[config.mk]
export PLATFORM = sky130hd
export DESIGN_NAME = ped_signal_controller
export DESIGN_NICKNAME = d
export VERILOG_FILES = /design/src/rtl/ped_pkg.sv /design/src/rtl/ped_flash_timer.sv /design/src/rtl/ped_signal_controller.sv
export SDC_FILE = /design/constraint.sdc
export NUM_CORES = 1
export LEC_CHECK = 0
export ABC_AREA = 1
export BUFFER_PORTS_ARGS = -buffer_cell sky130_fd_sc_hd__buf_2
export CORE_MARGIN = 2
export CORE_UTILIZATION = 39
export CTS_CLUSTER_DIAMETER = 150
export CTS_CLUSTER_SIZE = 16
export DETAILED_ROUTE_END_ITERATION = 8
export PLACE_DENSITY = 0.67
export SYNTH_ARGS = -nofsm -noshare
export SYNTH_HDL_FRONTEND = slang
export SYNTH_HIERARCHICAL = 1
export SYNTH_SLANG_ARGS = --single-unit
[constraint.sdc]
create_clock -name clk -period 1.7 [get_ports clk]
set_clock_uncertainty 0.05 [all_clocks]
set_input_delay 0.085 -clock clk [delete_from_list [all_inputs] [get_ports clk]]
set_output_delay 0.085 -clock clk [all_outputs]
set_load 0.01 [all_outputs]
[src/rtl/ped_pkg.sv]
// rtl/ped_pkg.sv - shared types and light encodings for the pedestrian signal controller
package ped_pkg;

  typedef enum logic [1:0] {
    IDLE  = 2'd0,
    ARMED = 2'd1,
    WALK  = 2'd2,
    FLASH = 2'd3
  } state_t;

  localparam logic [2:0] LIGHT_RED    = 3'b100;
  localparam logic [2:0] LIGHT_YELLOW = 3'b010;
  localparam logic [2:0] LIGHT_GREEN  = 3'b001;

  function automatic logic light_valid(input logic [2:0] l);
    return (l == LIGHT_RED) || (l == LIGHT_YELLOW) || (l == LIGHT_GREEN);
  endfunction

endpackage

[src/rtl/ped_flash_timer.sv]
// rtl/ped_flash_timer.sv - FLASH_PERIOD divider; strobe marks a dont_walk toggle point
module ped_flash_timer #(
  parameter int FLASH_PERIOD = 2
) (
  input  logic clk,
  input  logic rst,
  input  logic clear,
  output logic strobe
);

  logic [7:0] div;

  assign strobe = (div == 8'(FLASH_PERIOD - 1));

  always_ff @(posedge clk) begin
    if (rst || clear) begin
      div <= '0;
    end else if (strobe) begin
      div <= '0;
    end else begin
      div <= div + 8'd1;
    end
  end

endmodule

[src/rtl/ped_signal_controller.sv]
// rtl/ped_signal_controller.sv - pedestrian walk/flash sequencer locked to vehicle red
// Optional countdown output enabled by defining PED_COUNTDOWN_EN.
module ped_signal_controller
  import ped_pkg::*;
#(
  parameter int WALK_CYCLES  = 8,
  parameter int FLASH_CYCLES = 6,
  parameter int FLASH_PERIOD = 2
) (
  input  logic       clk,
  input  logic       rst,
  input  logic [2:0] light,
  input  logic       ped_btn,
  output logic       walk,
  output logic       dont_walk,
  output logic       ped_wait
`ifdef PED_COUNTDOWN_EN
  ,
  output logic [7:0] countdown
`endif
);

  localparam logic [7:0] WALK_LOAD  = 8'(WALK_CYCLES - 1);
  localparam logic [7:0] FLASH_LOAD = 8'(FLASH_CYCLES - 1);

  state_t     state, state_n;
  logic [7:0] cnt, cnt_n;
  logic       pending, pending_n;
  logic       prev_red;
  logic       walk_n, dont_walk_n, ped_wait_n;
  logic       is_red, red_start, flash_tgl;

  assign is_red    = (light == LIGHT_RED);
  assign red_start = is_red && !prev_red;

  ped_flash_timer #(.FLASH_PERIOD(FLASH_PERIOD)) u_flash_timer (
    .clk    (clk),
    .rst    (rst),
    .clear  (state != FLASH),
    .strobe (flash_tgl)
  );

  always_comb begin
    state_n   = state;
    cnt_n     = cnt;
    pending_n = pending;
    if (ped_btn) pending_n = 1'b1;

    // A corrupt light input is treated as unsafe: drop to IDLE but keep the request.
    if (!light_valid(light)) begin
      state_n = IDLE;
      cnt_n   = '0;
    end else begin
      case (state)
        IDLE: begin
          if (ped_btn || pending) state_n = ARMED;
        end
        ARMED: begin
          if (red_start) begin
            state_n   = WALK;
            cnt_n     = WALK_LOAD;
            pending_n = 1'b0;
          end
        end
        WALK: begin
          if (!is_red) begin
            state_n = IDLE;
            cnt_n   = '0;
          end else if (cnt == 8'd0) begin
            state_n = FLASH;
            cnt_n   = FLASH_LOAD;
          end else begin
            cnt_n = cnt - 8'd1;
          end
        end
        FLASH: begin
          if (!is_red || cnt == 8'd0) begin
            state_n = IDLE;
            cnt_n   = '0;
          end else begin
            cnt_n = cnt - 8'd1;
          end
        end
        default: begin
          state_n = IDLE;
          cnt_n   = '0;
        end
      endcase
    end

    walk_n = (state_n == WALK);
    if (state_n == FLASH) begin
      dont_walk_n = (state == FLASH) ? (dont_walk ^ flash_tgl) : 1'b1;
    end else begin
      dont_walk_n = (state_n != WALK);
    end
    ped_wait_n = (state_n == ARMED) || pending_n;
  end

  always_ff @(posedge clk) begin
    if (rst) begin
      state     <= IDLE;
      cnt       <= '0;
      pending   <= 1'b0;
      prev_red  <= 1'b1;
      walk      <= 1'b0;
      dont_walk <= 1'b1;
      ped_wait  <= 1'b0;
    end else begin
      state     <= state_n;
      cnt       <= cnt_n;
      pending   <= pending_n;
      prev_red  <= is_red;
      walk      <= walk_n;
      dont_walk <= dont_walk_n;
      ped_wait  <= ped_wait_n;
    end
  end

`ifdef PED_COUNTDOWN_EN
  assign countdown = (state == FLASH) ? cnt : 8'd0;
`endif

endmodule

# Yosys cells after proc, flatten, opt, wreduce, memory -nomap -nowiden
# Index checks and enable logic that the tools add are counted.
# Widths: inputs -> output; s select.
# word_totals
regBits	23
input_bits	6
out_inout_bits	3
wordCells	58
# classes
add_sub_neg	2
n_eq_ne	13
muxes	18
n_bitwise	2
n_reduce_logical	15
# ops
op	n
$mux 8	4
$pmux 8 s3	1
$mux 2	6
$add 8x1->8 const B	1
$eq 2x2->1 const B	4
$eq 8x1->1 const B	1
$logic_not 8->1	1
$pmux 2 s4	1
$sub 8x1->8 const B	1
$logic_or 1x1->1	6
$mux 1	6
$ne 2x2->1 const B	3
$eq 2x1->1 const B	2
$reduce_or 2->1	2
$eq 3x1->1 const B	1
$eq 3x2->1 const B	1
$eq 3x3->1 const B	1
$reduce_bool 3->1	1
$logic_not 1->1	2
$logic_not 2->1	1
$reduce_and 2->1	1
$logic_and 1x1->1	1
$not 1->1	1
$xor 1x1->1	1

# Longest topological paths before layout
# logic_depth
depth_word	8
ltp_mapped	11
ltp_nobuf	11

# Modules after synthesis
# Netlist, hierarchy kept.
# by_module_without_submodules
module	n_inst	cells_per_inst	area_per_inst_um2	seq_area_each_um2
ped_signal_controller	1	124	873.3	300.3
ped_flash_timer	1	65	464.2	160.2

# Worst setup path after synthesis
# OpenSTA, ideal clock, no wires.
# synth_path
path_type	reg-to-reg
startpoint	reg cnt[0]
endpoint	reg ped_wait
setup_ps	70
arrival_ps	1171
required_ps	1580
setup_slack_ps	409
path_stages_with_launch	9
path_buffers	0
period_less_slack_ps	1291
cell_sequence	dfxtp_1 -> inv_1 -> ha_1 -> nand3_1 -> nor2_2 -> nand2_2 -> nand3_2 -> nand3_1 -> o21bai_1
# synth_via
elab_chain_cells	7
word_cells_on_any_way	9
cone_classes	eq/ne (1); mux (5); reduce/logical (3)
# synth_lines
element	line	text
from (decl)	ped_signal_controller.sv:27	logic [7:0] cnt, cnt_n;
from (signal assigned)	ped_signal_controller.sv:111	cnt <= cnt_n;
$logic_not 8->1 (*)	ped_signal_controller.sv:69, ped_signal_controller.sv:77	
$mux 2 / $logic_or 1x1->1 (equally long branches)	ped_signal_controller.sv:69, ped_signal_controller.sv:77	
$mux 2, on equally long branches	ped_signal_controller.sv:66, ped_signal_controller.sv:77	
$pmux 2 s4 (*)	ped_signal_controller.sv:54	case (state)
$mux 2 (*)	ped_signal_controller.sv:50	if (!light_valid(light)) begin
$eq 2x1->1 (*)	ped_signal_controller.sv:97	ped_wait_n = (state_n == ARMED) || pending_n;
$logic_or 1x1->1 (*)	ped_signal_controller.sv:97	
to (signal assigned)	ped_signal_controller.sv:116	ped_wait <= ped_wait_n;
to (decl)	ped_signal_controller.sv:16	output logic ped_wait
# Mark *: on every way between the ends. The rest lies on a longest branch, timed or not.
# A chain may end at the register's enable or synchronous reset.

# Worst setup path in the final report
# Same ends and word-level chain as after synthesis.

==> results.yml <==
power_and_ir_drop:
  clock_power_share_pct: 30.0
  vdd_drop_max_mv: 0.318
  finalPower_uw: 861
  comb_power_share_pct: 6.3
  power.internal_uw: 660
  power_density_mw_per_mm2: 585
  seq_power_share_pct: 63.8
  power.leakage_nw: 0.667
  switching_power_uw: 202
  swShare_pct: 23.4
synth:
  synthArstFlopShare_pct: 0
  synth_area_mm2: 0.00134
  synth_top_area_share_pct: 34.4
  synth_ff_type: "dfxtp_1"
  ys_seq_area_share_pct: 34.4
  avgSynthCellArea_um2: 7.08
  synth_most_common_cell: "nand2_1"
  synth_cell_types: 27
  synth-seq-cells: 23
  yosysTopAreaCell: "dfxtp_1"
  synth_fp_nets: 199
  yosysWarnings: 6
  yosys-top-cells-count: "nand2_1, dfxtp_1, nor2_1"
  synth_edf_count: 0
  synthTopCellsByArea: "dfxtp_1, nand2_1, nor2_1, inv_1, nand3_1"
  netlist_instances: 189
drt:
  via_count: 1103
  wl_mm: 2.35
  wl_met1_mm: 1.14
  ant_nets: 0
  wl_met3_um: 52
  dr.max_layer_used: "met4"
  first_pass_iters: 4
  via_per_inst: 4.45
  first_iter_violations: 40
  routedWlPerCell_um: 9.47
  drc: 0
  route.met2.wl_mm: 1.10
timing:
  rsz0062_at_grt: "false"
  setup_tns_ns: 0
  finalMaxSlewViolations: 0
  setup_viol: 0
  worst_hold_slack_ns: 0.00711
  period_needed_ns: 1.42
  fin_crit_sh_pct: 83.3
  worst_slew_pin_slew_ns: 0.256
  setup_ws_ns: 0.283
  max_slew_margin_pct: 82.9
  max_freq_mhz: 706
  finalHoldViolations: 0
cells_and_area:
  fillerInstances: 361
  syn_to_final_growth_pct: 10.0
  nets: 213
  insertedDiodeCount: 0
  instances_no_fill: 248
  final_core_util_pct: 44.4
  drive_gt1_share_pct: 23.3
  fin_area_mm2: 0.00147
run_status:
  status: "finished clean"
floorplan:
  fp.dieW_um: 62.6
  die_h_um: 62.6
  std_cell_rows: 21
  core_area_mm2: 0.00331
  fp.dieArea_mm2: 0.00391
  ioPinCount: 9
  start_util_pct: 40.4
placement:
  dpl_cell_area_mm2: 0.00144
  gp_congestion: 0.854
  dp_slack_ns: 0.300
  dp_cells: 243
  dp_hpwl_mm: 1.88
  numPortBuffers: 8
global_route:
  grt_pass1_vias: 983
  grt_overflow: 0
  grt_pass1_wl_mm: 3.99
  grt_max_degree: 13
  antenna_found_initial: 0
  grt_use_total_pct: 12.7
critical_path:
  critPathMaxFanout: 5
  cp.arrival_ns: 1.62
  cp_data_required_time_ns: 1.90
  cp-start-kind: "register"
  crit_type: "reg -> reg"
  worst-r2r-setup-slack_ns: 0.28
  worstSetupEndpointType: "register"
clock_network:
  cts_buffer_depth: 2
  clock_latency_ns: 0.31
  cts.clk_slew.worst_paths_ns: 0.13
  ctsResizeCount: 0
  cts_sinks: 23
  cts_tree: "yes"
  post_cts.repair.setup_buffers: 0
  cts_root_buffer: "clkbuf_4"
  cts_max_level: 1
  numCtsBuffers: 3
run:
  cap_viol_max_count: 0
hold_path:
  min_path_type: "in -> reg"
[path summary, 6_finish.rpt]
path                                         from                         endpoint  cells after the start
hold reg to reg   u_flash_timer/div[7]$_SDFF_PP0_  u_flash_timer/div[7]$_SDFF_PP0_                      2
hold / removal                           light[2]              prev_red$_SDFF_PP1_                      3
setup reg to reg              cnt[0]$_SDFFE_PP0P_              ped_wait$_SDFF_PP0_                      8
setup / recovery              cnt[0]$_SDFFE_PP0P_              ped_wait$_SDFF_PP0_                      8
[cell type report]
cell class / count / area (um2) / area share, %
tap: 46 / 57.6 / 3.91
multi-input combinational: 134 / 754 / 51.3
inverter: 32 / 123 / 8.33
timing repair buffer: 9 / 50.0 / 3.40
sequential: 23 / 460 / 31.3
clock buffer: 4 / 26.3 / 1.79
[routing by layer]
layer / up-vias / GRT usage, %
li1: 610 / -
met1: 476 / 15.5
met2: 11 / 20.6
met3: 6 / 2.70
met4: 0 / 7.22
met5: - / 0
[what timing repair did]
action | in CTS | in global routing
hold buffers | 1 | 0
endpoints found under the hold margin | 1 | 0
endpoints found under the setup margin | 0 | 0
[worst max-delay path, stage by stage (launching register included)]
cell	delay [ns]
dfxtp_1	0.32
inv_1	0.11
ha_1	0.18
nand3_1	0.09
nor2_2	0.20
nand2_2	0.09
nand3_2	0.10
nand3_1	0.09
o21bai_1	0.12
[cells in the final DEF (no fill, tap or decap), drive strengths merged]
| master | count |
|---|---|
| inv | 31 |
| nand3 | 16 |
| dlygate4sd3 | 1 |
| o21bai | 1 |
| a21oi | 11 |
| o21a | 1 |
| nand4 | 2 |
| nor2 | 29 |
| ha | 4 |
| o21ai | 5 |
| clkinv | 1 |
| or2 | 2 |
| xnor2 | 1 |
| nand3b | 1 |
| nand2 | 55 |
| xor2 | 4 |
| buf | 8 |
| dfxtp | 23 |
| clkbuf | 4 |
| nor3 | 2 |
[flip-flops by register name, indices dropped and copies added, names as in the netlist]
name,count
pending,1
state,2
u_flash_timer/div,8
dont_walk,1
walk,1
ped_wait,1
cnt,8
prev_red,1
[cell families (layout without fill, tap and decap cells)]
logic type | Yosys count | in the layout | synth area share [%]
compound gates | 18 | 18 | 7.95
buf+inv | 32 | 45 | 9.17
simple gates | 107 | 107 | 41.4
xor+xnor | 5 | 5 | 3.27
fa+ha+maj | 4 | 4 | 3.74
flops | 23 | 23 | 34.4
[power groups by stage]
stage	Combinational, mW	Sequential [mW]	Clock [mW]
2_1_floorplan	0.0336	0.562	0
3_3_place_gp	0.0524	0.561	0
3_5_place_dp	0.0526	0.561	0
4_1_cts	0.0548	0.549	0.265
5_1_grt	0.0610	0.551	0.291
6_report	0.0540	0.549	0.258
Note: power is estimated with default switching activity, not from simulation.
